File: src/rtl/fifo_pkg.sv
// rtl/fifo_pkg.sv - shared types and helpers for the single-clock FIFO controller
package fifo_pkg;

  typedef enum logic [1:0] {
    EMPTY  = 2'd0,
    NORMAL = 2'd1,
    FULL   = 2'd2
  } fifo_state_t;

  function automatic bit depth_ok(input int depth);
    return depth >= 2;
  endfunction

  function automatic int af_level_default(input int depth);
    return (2 ** depth) - 2;
  endfunction

endpackage

File: src/rtl/fifo_ptr_counter.sv
// rtl/fifo_ptr_counter.sv - wrapping address counter with increment enable
module fifo_ptr_counter #(
  parameter int width = 3
) (
  input  logic             clock,
  input  logic             reset_n,
  input  logic             inc,
  output logic [width-1:0] count
);

  // Natural overflow gives the 2**width wrap with no gap.
  always_ff @(posedge clock or negedge reset_n) begin
    if (!reset_n) begin
      count <= '0;
    end else if (inc) begin
      count <= count + 1'b1;
    end
  end

endmodule

File: src/rtl/fifo_sync_controller.sv
// rtl/fifo_sync_controller.sv - same-clock FIFO address/flag controller
// Optional occupancy level and almost_full outputs under FIFO_LEVEL_EN.
module fifo_sync_controller
  import fifo_pkg::*;
#(
  parameter int depth             = 3,
  parameter int almost_full_level = af_level_default(depth)
) (
  input  logic             clock,
  input  logic             reset_n,
  input  logic             din_send,
  output logic             din_rdy,
  input  logic             dout_read,
  output logic             dout_rdy,
  output logic [depth-1:0] wr_address,
  output logic [depth-1:0] rd_address,
  output logic             wr_en,
  output logic             rd_en
`ifdef FIFO_LEVEL_EN
  ,
  output logic [depth:0]   level,
  output logic             almost_full
`endif
);

  if (!depth_ok(depth) || almost_full_level > 2 ** depth) begin : g_param_check
    $error("fifo_sync_controller: depth must be >= 2 and almost_full_level <= 2**depth");
  end

  fifo_state_t state, state_next;
  logic [depth-1:0] wr_next;
  logic [depth-1:0] rd_next;

  assign din_rdy  = (state != FULL);
  assign dout_rdy = (state != EMPTY);
  assign wr_en    = din_send & din_rdy;
  assign rd_en    = dout_read & dout_rdy;
  assign wr_next  = wr_address + 1'b1;
  assign rd_next  = rd_address + 1'b1;

  fifo_ptr_counter #(.width(depth)) u_wr_ptr (
    .clock   (clock),
    .reset_n (reset_n),
    .inc     (wr_en),
    .count   (wr_address)
  );

  fifo_ptr_counter #(.width(depth)) u_rd_ptr (
    .clock   (clock),
    .reset_n (reset_n),
    .inc     (rd_en),
    .count   (rd_address)
  );

  always_ff @(posedge clock or negedge reset_n) begin
    if (!reset_n) begin
      state <= EMPTY;
    end else begin
      state <= state_next;
    end
  end

  // Flags gate the requests, so R never fires in EMPTY and W never in FULL.
  always_comb begin
    state_next = state;
    case (state)
      EMPTY: begin
        if (wr_en) state_next = NORMAL;
      end
      NORMAL: begin
        if (wr_en && !rd_en && (wr_next == rd_address)) begin
          state_next = FULL;
        end else if (rd_en && !wr_en && (rd_next == wr_address)) begin
          state_next = EMPTY;
        end
      end
      FULL: begin
        if (rd_en) state_next = NORMAL;
      end
      default: state_next = EMPTY;
    endcase
  end

`ifdef FIFO_LEVEL_EN
  localparam logic [depth:0] af_level = (depth + 1)'(almost_full_level);

  always_ff @(posedge clock or negedge reset_n) begin
    if (!reset_n) begin
      level <= '0;
    end else if (wr_en && !rd_en) begin
      level <= level + 1'b1;
    end else if (rd_en && !wr_en) begin
      level <= level - 1'b1;
    end
  end

  assign almost_full = (level >= af_level);
`endif

endmodule

File: config.mk
export PLATFORM = sky130hd
export DESIGN_NAME = fifo_sync_controller
export DESIGN_NICKNAME = d
export VERILOG_FILES = /design/src/rtl/fifo_pkg.sv /design/src/rtl/fifo_ptr_counter.sv /design/src/rtl/fifo_sync_controller.sv
export SDC_FILE = /design/constraint.sdc
export NUM_CORES = 1
export LEC_CHECK = 0
export CAP_MARGIN = 20
export CELL_PAD_IN_SITES_DETAIL_PLACEMENT = 1
export CELL_PAD_IN_SITES_GLOBAL_PLACEMENT = 1
export CORE_UTILIZATION = 32
export DETAILED_ROUTE_END_ITERATION = 7
export PLACE_DENSITY_LB_ADDON = 0.12
export SLEW_MARGIN = 20
export SYNTH_ARGS = -nofsm -noshare
export SYNTH_HDL_FRONTEND = slang
export SYNTH_SLANG_ARGS = --single-unit
export TNS_END_PERCENT = 100
File: constraint.sdc
create_clock -name clock -period 1.89 [get_ports clock]
set_input_delay 0.378 -clock clock [delete_from_list [all_inputs] [get_ports clock]]
set_output_delay 0.378 -clock clock [all_outputs]
set_load 0.01 [all_outputs]
==> impl_results.md <==
* Total inserted antenna cells at 0
* Syn Nets at 47
* Setup crit end kind: primary output
* Mapped Area at ~450 um^2
* Final Hold Vio Count at 0
* Post-route ant nets at 0
* Post-route cell area at 674 um^2
* Die W at 39.4 um
* Commonest non-fill, non-tap cells in the layout: xnor2_1 (9), clkdlybuf4s50_1 (9), nand2_1 (8), dfrtp_1 (8), buf_4 (7)
* Worst hold path class: in2async
* CTS tree: done
* FF+latch count, synth at 8
* GRT Overall Usage at around 20%
* Hold-fix buffers at CTS at 0
* Antenna violations before repair at 0
* RSZ-0062 raised after global routing: no
* Total negative slack at 0 ns
* Final cell count without fillers at 79
* CP max FO at 2
* Die height at 39.4 um
* Core area at between 1000 and 1500 um^2
* Area of the multi-input gates at 238 um^2
* Clock-pin transition on the worst setup and hold timing paths at around 0.050 ns
* Outcome: finished, final reports clean
* DRC violations left at 0
* Post-synthesis cell type count at 16
* Pwr dens at between 1500 and 2000 nW/um^2
* Vias per Instance at 5.05
* Num CTS Buffers at 3
* Leakage at 0.305 nW
* Syn avg cell area at 10.9 um^2
* Largest net degree at the start of global routing at 9
* Post-placement cell area at 634 um^2
* Clock Path Buffers at 2
* Syn-to-layout area delta at 50.6%
* Top Usage Layer GRT: met2
* Die ar. at about 1600 um^2
* Skew final at 0.00142 ns
* CP Launch Type: flip-flop
* FF-to-FF setup slack at approximately 0.20 ns
* Post-route clock period utilization at 92.9%
* Met2 GRT Util at 34.0%
* Synth warn at 0
* Drt first pass iters at 2
* Initial Util at 34.4%
* Synth top area cells: dfrtp_1 (45%), xnor2_1 (18%), nand2_1 (6.7%), ha_1 (5.6%), nand2b_1 (2.8%)
* Core Util, Final at 51.8%
* Final nets at 72
* Post-Place Cells at 74
* Htree depth at 1
* Placer Congestion at 0.744
* Routed WL at 1180 um
* Max Cap Violations at 0
* Met1 global-route usage at 21.3%
* Fillers at 162
* Layout cell share with drive strength beyond 1 at around a quarter
* Max Transition Viols Final at 0
* Min Tclk post-route at 1.76 ns
* Slew of the pin with the lowest slew margin at 0.388 ns
* Worst skew pair latency at 0.25 ns
* HPWL after DPL at 930 um
* Total number of vias at 399
* Sink Count at 8
* IO Port Bufs at 13
* # rows at 13
* Final Power at roughly 1.3 mW
* Fmax at 569 MHz
* Maximum VDD drop at about 0.00085 V
* Drt initial violations at 3
* Global-route met3 utilization at slightly above 5%
* Slew HR at 74.1%
* IO Count at 14
* Vias in the first global route at slightly above 400
* Yosys top cell area share at 44.7%
* CP Class: reg2out
* CTS Root Cell: clkbuf_4
* Area leader, netlist: dfrtp_1
* Total grt overflow at 0
* Critical Path RT at 1.51 ns
* First-pass GRT wire length at 1900 um
* Post-Synthesis Cells at 41
* Avg WL per Cell at around 15 um
* Register area share after synthesis at 44.7%
* Setup violations, final at 0
* CP arrival at 1.38 ns
* Register Area at ~200 um^2
sequential cells by signal, summed over array words and instances (netlist names):
register and flops:
u_rd_ptr.count 3, u_wr_ptr.count 3, state 2
cell type report:
class                   instances  area share, %
flip-flops and latches          8           29.7
inverters                       2           1.48
repair buffers                 20           27.5
well taps                      15           2.78
multi-input cells              31           35.3
clock buffers                   3           3.34
final timing paths:
| kind | from | end | cells past startpoint |
|---|---|---|---|
| setup / recovery | state[1]$_DFFE_PN0P_ | dout_rdy | 2 |
| hold / removal | reset_n | u_rd_ptr.count[0]$_DFFE_PN0P_ | 1 |
| setup reg to reg | u_wr_ptr.count[0]$_DFFE_PN0P_ | state[1]$_DFFE_PN0P_ | 5 |
| hold reg to reg | state[0]$_DFFE_PN0P_ | state[0]$_DFFE_PN0P_ | 1 |
| max in group asynchronous | reset_n | u_wr_ptr.count[2]$_DFFE_PN0P_ | 1 |
| min in group clock | state[0]$_DFFE_PN0P_ | state[0]$_DFFE_PN0P_ | 1 |
routing by layer:
metal,routed length [um],vias to the layer above
met3,45,2
met1,476,198
met2,646,9
met5,0,-
met4,6,0
li1,-,190
Yosys cell counts, drive strengths merged:
| master | count |
|---|---|
| ha | 2 |
| or2 | 1 |
| nor4 | 2 |
| or4 | 1 |
| inv | 2 |
| mux2i | 1 |
| dfrtp | 8 |
| o32ai | 1 |
| xor2 | 1 |
| nand2 | 9 |
| mux2 | 1 |
| nand2b | 2 |
| xnor2 | 9 |
| o22ai | 1 |
where the power goes:
group,switching (mW),internal (mW)
registers,0.102,0.258
clock network,0.0549,0.0724
logic,0.347,0.452
worst max-delay path, stage by stage (launching register included):
cell and delay [ns]:
dfrtp_1 0.39, or2_4 0.27, clkdlybuf4s50_1 0.47
cells by family after synthesis:
logic type / share of synthesized area [%]
multiplexers: 4.75
buffers and inverters: 2.23
XOR/XNOR: 19.6
AND/OR/NAND/NOR: 18.4
flip-flops: 44.7
adder cells (fa/ha/maj): 5.59
AO/OA/AOI/OAI: 4.75
per-stage QoR:
step | setup WS, ns | hold WS [ns]
4_1_cts | 0.00991 | 0.421
2_1_floorplan | 0.260 | 0.0824
6_report | 0.134 | 0.416
5_1_grt | 0.0500 | 0.422
3_3_place_gp | -0.0401 | 0.488
3_5_place_dp | -0.0517 | 0.511
timing repair:
item | 4_1_cts | 5_1_grt
endpoints found under the hold margin | 0 | 0
setup endpoints to repair | 2 | 2
buffers inserted | 1 | 1
resized for setup | 2 | 2
(Power assumes the default switching activity.)
